[src/rtl/alu_reservation_station.sv]
// ALU reservation station: buffers dispatched ALU ops until both operands are
// valid, snoops the CDB for pending producer tags, and presents one ready op at
// a time to the ALU. The entry is freed when the ALU reports completion.
module alu_reservation_station #(
  parameter int DEPTH    = 4,
  parameter int BASE_TAG = 1,
  parameter int TAG_W    = 4
) (
  input  logic             CLK,
  input  logic             RST_N,
  input  logic             flush,
  input  logic             disp_valid,
  output logic             disp_ready,
  input  logic [3:0]       disp_alu_fun,
  input  logic [31:0]      disp_V1,
  input  logic             disp_V1_valid,
  input  logic [TAG_W-1:0] disp_Q1,
  input  logic [31:0]      disp_V2,
  input  logic             disp_V2_valid,
  input  logic [TAG_W-1:0] disp_Q2,
  output logic [TAG_W-1:0] disp_tag,
  input  logic [31:0]      CDB_val,
  input  logic [TAG_W-1:0] CDB_tag,
  output logic             iss_valid,
  output logic [31:0]      iss_V1,
  output logic [31:0]      iss_V2,
  output logic             iss_V1_valid,
  output logic             iss_V2_valid,
  output logic [3:0]       iss_alu_fun,
  output logic [TAG_W-1:0] iss_rd_tag,
  input  logic             alu_done
);

  localparam int IDX_W = (DEPTH > 1) ? $clog2(DEPTH) : 1;
  localparam logic [TAG_W-1:0] INVALID_TAG = '0;

  // per-entry state
  logic [DEPTH-1:0] busy_reg;
  logic [DEPTH-1:0] issued_reg;
  logic [DEPTH-1:0] v1v_reg;
  logic [DEPTH-1:0] v2v_reg;
  logic [3:0]       fun_reg [DEPTH];
  logic [31:0]      v1_reg  [DEPTH];
  logic [31:0]      v2_reg  [DEPTH];
  logic [TAG_W-1:0] q1_reg  [DEPTH];
  logic [TAG_W-1:0] q2_reg  [DEPTH];

  logic [DEPTH-1:0] ready_vec;
  logic [IDX_W-1:0] free_idx;
  logic [IDX_W-1:0] ready_idx;
  logic [IDX_W-1:0] iss_idx;
  logic             free_found;
  logic             ready_found;
  logic             accept;
  logic             done;
  logic             sel_en;
  logic             cdb_hit;

  // priority encoders: lowest free entry, lowest ready-not-issued entry, issued entry
  always_comb begin
    free_found  = 1'b0;
    free_idx    = '0;
    ready_found = 1'b0;
    ready_idx   = '0;
    iss_idx     = '0;
    for (int i = DEPTH - 1; i >= 0; i--) begin
      if (!busy_reg[i]) begin
        free_found = 1'b1;
        free_idx   = i[IDX_W-1:0];
      end
      if (ready_vec[i]) begin
        ready_found = 1'b1;
        ready_idx   = i[IDX_W-1:0];
      end
      if (issued_reg[i]) begin
        iss_idx = i[IDX_W-1:0];
      end
    end
  end

  assign ready_vec  = busy_reg & v1v_reg & v2v_reg & ~issued_reg;
  assign disp_ready = free_found;
  assign disp_tag   = free_found ? (TAG_W'(BASE_TAG) + TAG_W'(free_idx)) : INVALID_TAG;
  assign accept     = disp_valid && free_found && !flush;
  assign iss_valid  = |issued_reg;
  assign done       = alu_done && iss_valid;
  // a new op may be selected on the same edge the current one completes
  assign sel_en     = ready_found && (!iss_valid || alu_done);
  assign cdb_hit    = (CDB_tag != INVALID_TAG);

  // issue bus is a mux of the (registered) issued entry; zeros when idle
  assign iss_V1       = iss_valid ? v1_reg[iss_idx]  : 32'd0;
  assign iss_V2       = iss_valid ? v2_reg[iss_idx]  : 32'd0;
  assign iss_alu_fun  = iss_valid ? fun_reg[iss_idx] : 4'd0;
  assign iss_rd_tag   = iss_valid ? (TAG_W'(BASE_TAG) + TAG_W'(iss_idx)) : INVALID_TAG;
  assign iss_V1_valid = iss_valid;
  assign iss_V2_valid = iss_valid;

  generate
    for (genvar gi = 0; gi < DEPTH; gi++) begin : g_entry
      // entry lifecycle: allocate (with CDB forwarding), wake up, issue, free
      always_ff @(posedge CLK or negedge RST_N) begin
        if (!RST_N) begin
          busy_reg[gi]   <= 1'b0;
          issued_reg[gi] <= 1'b0;
          v1v_reg[gi]    <= 1'b0;
          v2v_reg[gi]    <= 1'b0;
          fun_reg[gi]    <= '0;
          v1_reg[gi]     <= '0;
          v2_reg[gi]     <= '0;
          q1_reg[gi]     <= '0;
          q2_reg[gi]     <= '0;
        end else if (flush) begin
          busy_reg[gi]   <= 1'b0;
          issued_reg[gi] <= 1'b0;
        end else if (accept && (free_idx == IDX_W'(gi))) begin
          busy_reg[gi] <= 1'b1;
          fun_reg[gi]  <= disp_alu_fun;
          q1_reg[gi]   <= disp_Q1;
          q2_reg[gi]   <= disp_Q2;
          if (disp_V1_valid) begin
            v1_reg[gi]  <= disp_V1;
            v1v_reg[gi] <= 1'b1;
          end else begin
            v1_reg[gi]  <= CDB_val;
            v1v_reg[gi] <= cdb_hit && (disp_Q1 == CDB_tag);
          end
          if (disp_V2_valid) begin
            v2_reg[gi]  <= disp_V2;
            v2v_reg[gi] <= 1'b1;
          end else begin
            v2_reg[gi]  <= CDB_val;
            v2v_reg[gi] <= cdb_hit && (disp_Q2 == CDB_tag);
          end
        end else if (busy_reg[gi]) begin
          if (!v1v_reg[gi] && cdb_hit && (q1_reg[gi] == CDB_tag)) begin
            v1_reg[gi]  <= CDB_val;
            v1v_reg[gi] <= 1'b1;
          end
          if (!v2v_reg[gi] && cdb_hit && (q2_reg[gi] == CDB_tag)) begin
            v2_reg[gi]  <= CDB_val;
            v2v_reg[gi] <= 1'b1;
          end
          if (done && issued_reg[gi]) begin
            busy_reg[gi]   <= 1'b0;
            issued_reg[gi] <= 1'b0;
          end else if (sel_en && (ready_idx == IDX_W'(gi))) begin
            issued_reg[gi] <= 1'b1;
          end
        end
      end
    end
  endgenerate

  // an operand that is neither valid nor waiting on a real producer is a dispatch bug
  assert property (@(posedge CLK) disable iff (!RST_N)
    accept |-> ((disp_V1_valid || (disp_Q1 != INVALID_TAG)) &&
                (disp_V2_valid || (disp_Q2 != INVALID_TAG))));

endmodule

[config.mk]
export PLATFORM = sky130hd
export DESIGN_NAME = alu_reservation_station
export DESIGN_NICKNAME = d
export VERILOG_FILES = /design/src/rtl/alu_reservation_station.sv
export SDC_FILE = /design/constraint.sdc
export NUM_CORES = 1
export LEC_CHECK = 0
export ABC_AREA = 1
export BUFFER_PORTS_ARGS = -buffer_cell sky130_fd_sc_hd__buf_2
export CAP_MARGIN = 15
export CORE_ASPECT_RATIO = 1.75
export CORE_MARGIN = 3
export CORE_UTILIZATION = 45
export DETAILED_ROUTE_END_ITERATION = 8
export PLACE_DENSITY_LB_ADDON = 0.12
export SLEW_MARGIN = 20
export SYNTH_ARGS = -nofsm -noshare
export SYNTH_HDL_FRONTEND = slang
export SYNTH_SLANG_ARGS = --single-unit
[constraint.sdc]
create_clock -name CLK -period 2.5 [get_ports CLK]
set_input_delay 0.75 -clock CLK [delete_from_list [all_inputs] [get_ports CLK]]
set_output_delay 0.75 -clock CLK [all_outputs]
set_load 0.05 [all_outputs]
==> out/qor.yml, run 1 <==
postPlaceCellArea_mm2: 0.0217
syn2layout_area_growth_pct: 26.7
cts_tree: "yes"
max-vdd-ir-drop_uv: 548
failed_checks: "setup timing"
post_synth_main_area_contributors: "sky130_fd_sc_hd__dfrtp_1 (42%), sky130_fd_sc_hd__nand2_1 (17%), sky130_fd_sc_hd__o21ai_0 (12%), sky130_fd_sc_hd__nand3_1 (7.4%), sky130_fd_sc_hd__inv_1 (3.9%)"
gr-max-usage-layer: "met2"
post_synth_instance_area_mm2: 0.0190
design.portCount: 199
totalWireLength_um: 73200
wl_per_cell_um: 20.9
critical_path_arrival_ns: 2.32
synthDominantAreaCellType: "sky130_fd_sc_hd__dfrtp_1"
post_drt_via_cell_ratio: 5.65
die_area_mm2: 0.0449
achievable-frequency_mhz: 326
result_of_the_run: "complete, but fails checks"
layout-drive-gt1-share_pct: 20.9
timing.final.ws_setup_ns: -0.569
timing.setup.critical_path_class: "reg2out"
drt_iter0_markers: 1607
finalWeightedCongestion: 0.925
wire_length_of_the_first_global_routing_pass_um: 111000
grt_setup_unrepaired: "yes"
drc: 0
drt_pre_antenna_iters: 6
cell_occurring_most_often_along_the_worst_timing_path: "sky130_fd_sc_hd__buf_6"
synth.avg_cell_area_um2: 7.00
via_count_of_the_first_global_routing_pass: 19500
synth_warnings: 0
vias: 19800
slowest_cell_on_crit_path: "sky130_fd_sc_hd__dfrtp_1"
layout.filler_cells: 4009
final-hold-violation-count: 0
post_synth_inst_count: 2718
synth_seq_area_share_pct: 42.1
drtAntennaViolNets: 0
worst_pin_slew_ns: 0.868
antenna_found_initial: 0
clock_sinks: 320
placement_stage_worst_setup_slack_ns: -0.113
global_route.overflow_total: 0
met3_track_demand_over_resource_in_global_routing_pct: 3.95
die_width_um: 161
die_height_um: 278
yosys.area.top_type_share_pct: 42.1
root_buffer: "sky130_fd_sc_hd__clkbuf_16"
numCtsBuffers: 34
crit_path_end_kind: "output port"
max-clock-path-buffers: 3
yosysUniqueCellTypes: 27
hpwlAfterDp_um: 48100
hold_path_class: "in2async"
path_cells: "buf_6 > o21ai_4 > buf_12 > buf_8 > o211ai_1 > a21oi_2 > buf_6"
placement_rows: 99
postLayoutCellArea_mm2: 0.0241
finalWorstPathRequiredPeriod_ns: 3.07
yosys_reg_bits: 320
globalRouteTotalUtil_pct: 31.6
skew_ns: 0.0224
timing.critical_path.from_type: "register"
maxSlewViolCount: 0
floorplan.core_area_mm2: 0.0417
nets: 3045
finalSetupViolCount: 73
maxCapViolCount: 0
clock_tree.htree_level_count: 2
clock_insertion_delay_worst_skew_ns: 0.54
crit_path_max_fanout: 6
period_share_pct: 123
post_cts_clock_slew_at_the_launch_and_capture_registers_of_the_worst_setup_and_hold_paths_ns: 0.07
cellPowerDensity_mw_per_mm2: 838
grt_max_degree: 70
insertedDiodeCount: 0
groute.layer.met2.usage_pct: 56.1
leakagePower_nw: 12.2
fin_total_pwr_mw: 20.2
global_route.usage.met1_pct: 36.4
relSlewSlack_pct: 41.5
critPathRequiredTime_ns: 1.75
worst_path_largest_cell_delay_ns: 0.41
initial_core_util_pct: 45.6
buffer_ports.inserted: 196
==> synthesized netlist by cell type, drive strengths merged <==
| cell | number |
|---|---|
| nand2 | 898 |
| o21ai | 454 |
| dfrtp | 320 |
| nand3 | 285 |
| inv | 205 |
| a21oi | 149 |
| buf | 112 |
| clkbuf | 89 |
| o211ai | 68 |
| or2 | 64 |
| nor2 | 60 |
| o21bai | 6 |
| ha | 5 |
| nand4 | 2 |
| conb | 1 |
==> metal layers <==
metal / share of wire, % / vias up
li1: - / 9339
met1: 36 / 9261
met2: 50 / 900
met3: 6.9 / 264
met4: 6.8 / 0
met5: 0 / -
==> area by class of cell <==
cell class                 count  area (µm²)  share of cell area (%)
inverter                     205         781                    3.24
clock buffer                  44         960                    3.98
sequential                   320        8010                    33.2
tap                          555         694                    2.88
multi-input combinational   1993        9700                    40.3
timing repair buffer         367        3730                    15.5
clock inverter                15         221                   0.919
==> cells by family (layout without fill, tap and decap cells) <==
kind of cell	count (synthesis)	in the layout	share of synthesized area, %
and+or+nand+nor	1309	1309	29.1
buffers and inverters	406	631	9.45
other	1	2	0.0197
AOI/OAI and AO/OA	677	677	19.0
DFF	320	320	42.1
adders and majority gates	5	5	0.329
==> critical path: cells and delay by family, from the launching register on <==
family,cells,cell delay (ns)
AOI/OAI and AO/OA,3,0.68
buffers and inverters,4,0.70
DFF,1,0.41
==> what timing repair did <==
action / 4_1_cts / 5_1_grt
endpoints found under the setup margin: 124 / 175
resized for setup: 184 / 58
hold endpoints to repair: 0 / 0
setup buffers: 18 / 9
hold buffers: 0 / 0
pin swaps: 43 / 34
gates cloned: 3 / 8
==> metrics by stage <==
| stage | std cells | TNS (ns) | utilization [%] | hold WS [ns] |
|---|---|---|---|---|
| 2_1_floorplan | 2719 | -6.61 | - | 0.437 |
| 3_3_place_gp | 3404 | -2.98 | 52.0 | 0.451 |
| 3_5_place_dp | 3404 | -3.97 | 52.0 | 0.453 |
| 4_1_cts | 3484 | -33.43 | 56.7 | 0.177 |
| 5_1_grt | 3499 | -41.41 | 57.7 | 0.188 |
| 6_report | 3499 | -33.55 | 57.7 | 0.166 |
==> cells in the final DEF, fill, tap and decap left out, drive strengths merged, types with 6 or more instances in the layout <==
cell type	n
clkinv	8
clkbuf	51
or2	64
inv	205
nand3	285
buf	360
dfrtp	320
o211ai	68
nor2	60
a21oi	149
nand2	898
o21bai	6
o21ai	454
==> final timing paths <==
check	from	to	slack (ns)	depth (start not counted)
worst min register to register	v1_reg[0]$_DFFE_PN0P_	v1_reg[0]$_DFFE_PN0P_	0.47	2
min in group CLK	v1_reg[0]$_DFFE_PN0P_	v1_reg[0]$_DFFE_PN0P_	0.47	2
worst max-delay path	issued_reg[2]$_DFFE_PN0P_	iss_V1[4]	-0.57	7
worst min-delay path	RST_N	v2_reg[17]$_DFFE_PN0P_	0.17	1
worst max register to register	busy_reg[3]$_DFF_PN0_	v2_reg[82]$_DFFE_PN0P_	0.13	15
max in group asynchronous	RST_N	q2_reg[10]$_DFFE_PN0P_	1.55	2
==> where the power goes <==
part / total (mW) / internal, mW / switching [mW]
sequential: 7.28 / 6.45 / 0.837
clock: 5.47 / 3.24 / 2.23
combinational: 7.43 / 2.62 / 4.81
Power figures use the tool's default switching activity.
==> run 2, diff against run 1 <==
--- a/config.mk
+++ b/config.mk
@@ -6,12 +6,13 @@
 export NUM_CORES = 1
 export LEC_CHECK = 0
 export ABC_AREA = 1
-export BUFFER_PORTS_ARGS = -buffer_cell sky130_fd_sc_hd__buf_2
 export CAP_MARGIN = 15
 export CORE_ASPECT_RATIO = 1.75
 export CORE_MARGIN = 3
 export CORE_UTILIZATION = 45
 export DETAILED_ROUTE_END_ITERATION = 8
+export DONT_BUFFER_PORTS = 1
+export GPL_TIMING_DRIVEN = 0
 export PLACE_DENSITY_LB_ADDON = 0.12
 export SLEW_MARGIN = 20
 export SYNTH_ARGS = -nofsm -noshare
==> run 2 against run 1 <==
Compared with the run above: setup slack worse by 0.15 ns; global-route usage rose by 6.0 points; final cell count is 3.4% lower; wire length rose by 18%; clock-buffer cell count increased by 8; clock skew is 0.0053 ns lower; utilization decreased by 2.6 points; the flow finishes with violations (hold timing, setup timing); non-clock buffer count fell by 135; register-to-register slack got worse by 0.12 ns.
==> out/qor.yml, run 2 (synthesized netlist as in run 1, its figures left out) <==
drt_iter0_markers: 2260  # +41%
syn2layout_area_growth_pct: 20.9
timing.setup.critical_path_class: "reg2out"
hold_slack_ns: -0.0944  # -0.260 ns
postLayoutCellArea_mm2: 0.0230  # -4.6%
result_of_the_run: "complete, but fails checks"
initial_core_util_pct: 45.6  # unchanged
grt_setup_unrepaired: "yes"
layout-drive-gt1-share_pct: 18.0  # -2.8 points
critPathRequiredTime_ns: 1.75  # about the same
fin_total_pwr_mw: 19.9  # -1.2%
drc: 0  # unchanged
cts_tree: "yes"
failed_checks: "hold timing, setup timing"
design.portCount: 199  # unchanged
final-hold-violation-count: 88  # +88
die_area_mm2: 0.0449  # unchanged
root_buffer: "sky130_fd_sc_hd__clkbuf_16"
max-vdd-ir-drop_uv: 858  # +56%
post_drt_via_cell_ratio: 6.03  # +6.7%
die_width_um: 161  # unchanged
timing.final.ws_setup_ns: -0.718  # -0.149 ns
path_cells: "inv_4 > o21ai_4 > nand2_4 > buf_12 > buf_12 > buf_6 > nand2_1 > o211ai_1 > a21oi_4"
hold_path_class: "in2async"
layout.cells.most_common: "sky130_fd_sc_hd__nand2_1"
wire_length_of_the_first_global_routing_pass_um: 126000  # +14%
placement_rows: 99  # unchanged
crit_path_end_kind: "output port"
drtAntennaViolNets: 0  # unchanged
grt_max_degree: 321  # +360%
globalRouteTotalUtil_pct: 37.6  # +6.0 points
clock_sinks: 320  # unchanged
max-clock-path-buffers: 3  # unchanged
floorplan.core_area_mm2: 0.0417  # unchanged
hpwlAfterDp_um: 62300  # +30%
finalSetupViolCount: 74  # +1.4%
relSlewSlack_pct: 33.7  # -7.9 points
antenna_found_initial: 13  # +13
crit_path_max_fanout: 10  # +4
maxCapViolCount: 0  # unchanged
nets: 2912  # -4.4%
timing.critical_path.from_type: "register"
cell_occurring_most_often_along_the_worst_timing_path: "sky130_fd_sc_hd__buf_12"
totalWireLength_um: 86500  # +18%
clock_insertion_delay_worst_skew_ns: 0.55  # about the same
leakagePower_nw: 11.2  # -8.2%
cellPowerDensity_mw_per_mm2: 867  # +3.5%
wl_per_cell_um: 25.6  # +22%
critical_path_arrival_ns: 2.47  # +0.15 ns
maxSlewViolCount: 0  # unchanged
worst_path_largest_cell_delay_ns: 0.45  # +0.04 ns
finalWeightedCongestion: 0.959  # +3.7%
achievable-frequency_mhz: 311  # -4.6%
buffer_ports.inserted: 0  # -100%
global_route.overflow_total: 0  # unchanged
clock_tree.htree_level_count: 2  # unchanged
finalWorstPathRequiredPeriod_ns: 3.22  # +0.149 ns
worst_pin_slew_ns: 0.995  # +0.127 ns
drt_pre_antenna_iters: 6  # unchanged
slowest_cell_on_crit_path: "sky130_fd_sc_hd__dfrtp_2"
vias: 20400  # +3.1%
skew_ns: 0.0172  # -0.00526 ns
via_count_of_the_first_global_routing_pass: 20300  # +4.3%
numCtsBuffers: 36  # +5.9%
post_cts_clock_slew_at_the_launch_and_capture_registers_of_the_worst_setup_and_hold_paths_ns: 0.06  # about the same
mostFrequentLayoutCells: "sky130_fd_sc_hd__nand2_1 (855), sky130_fd_sc_hd__o21ai_0 (386), sky130_fd_sc_hd__dfrtp_1 (315)"
die_height_um: 278  # unchanged
period_share_pct: 129  # +6.0 points
postPlaceCellArea_mm2: 0.0200  # -7.8%
## run 2: area by class of cell
| cell class | instances | area [µm²] |
|---|---|---|
| diodes | 12 | 30.0 |
| plain buffers | 200 | 1500 |
| clock buffers | 52 | 1050 |
| clock inverters | 11 | 169 |
| fillers | 4202 | 18700 |
| inverters | 205 | 802 |
| multi-input cells | 1993 | 10400 |
| flip-flops and latches | 320 | 8010 |
| well taps | 555 | 694 |
| repair buffers | 32 | 363 |
## run 2: what timing repair did
item	CTS	global route
pin swaps	59	79
endpoints found under the setup margin	380	368
cloned	1	3
setup buffers	1	27
resized for setup	241	210
endpoints found under the hold margin	320	320
## run 2: power breakdown
part           leakage [nW]  total [mW]  internal [mW]  switching [mW]
Combinational          6.36        7.01           2.03            4.99
Clock                 0.598        5.69           3.35            2.34
Sequential             4.24        7.23           6.45           0.784
Total                  11.2        19.9           11.8            8.11
## run 2: final timing paths
path | cells past startpoint | from | slack [ns] | end
max | 9 | issued_reg[3]$_DFFE_PN0P_ | -0.72 | iss_V2[5]
min | 0 | RST_N | -0.09 | v2_reg[81]$_DFFE_PN0P_
max reg2reg | 10 | busy_reg[3]$_DFF_PN0_ | 0.01 | v1_reg[57]$_DFFE_PN0P_
min reg2reg | 2 | v2_reg[111]$_DFFE_PN0P_ | 0.47 | v2_reg[111]$_DFFE_PN0P_
max in group asynchronous | 0 | RST_N | 1.83 | q1_reg[6]$_DFFE_PN0P_
min in group CLK | 2 | disp_alu_fun[2] | 0.42 | fun_reg[2]$_DFFE_PN0P_
## run 2: stage by stage
| step | utilization [%] | setup slack, ns | setup TNS, ns | cells |
|---|---|---|---|---|
| after detailed placement | 48.0 | -1.10 | -118.77 | 3274 |
| after CTS | 53.0 | -0.718 | -53.20 | 3339 |
| after global placement | 47.9 | -1.14 | -105.00 | 3274 |
| final | 55.1 | -0.718 | -46.73 | 3380 |
| after global routing | 55.1 | -0.738 | -49.17 | 3375 |
| after floorplan | - | -0.274 | -6.61 | 2719 |
## run 2: worst max-delay path, delay by kind of cell, from the launching register on
kind                   cells  cell delay (ns)
AOI/OAI and AO/OA          3             0.76
buffers and inverters      4             0.53
DFF                        1             0.45
and+or+nand+nor            2             0.17
## run 2: routing by layer
metal | part of all wire, % | up-vias | routed length [µm] | GRT usage (%)
met5 | 0.042 | - | 36 | 0
met1 | 34 | 9741 | 29300 | 40.7
met2 | 49 | 1160 | 42400 | 65.5
met3 | 8.4 | 404 | 7310 | 7.68
li1 | - | 9062 | - | -
met4 | 8.6 | 6 | 7460 | 25.7
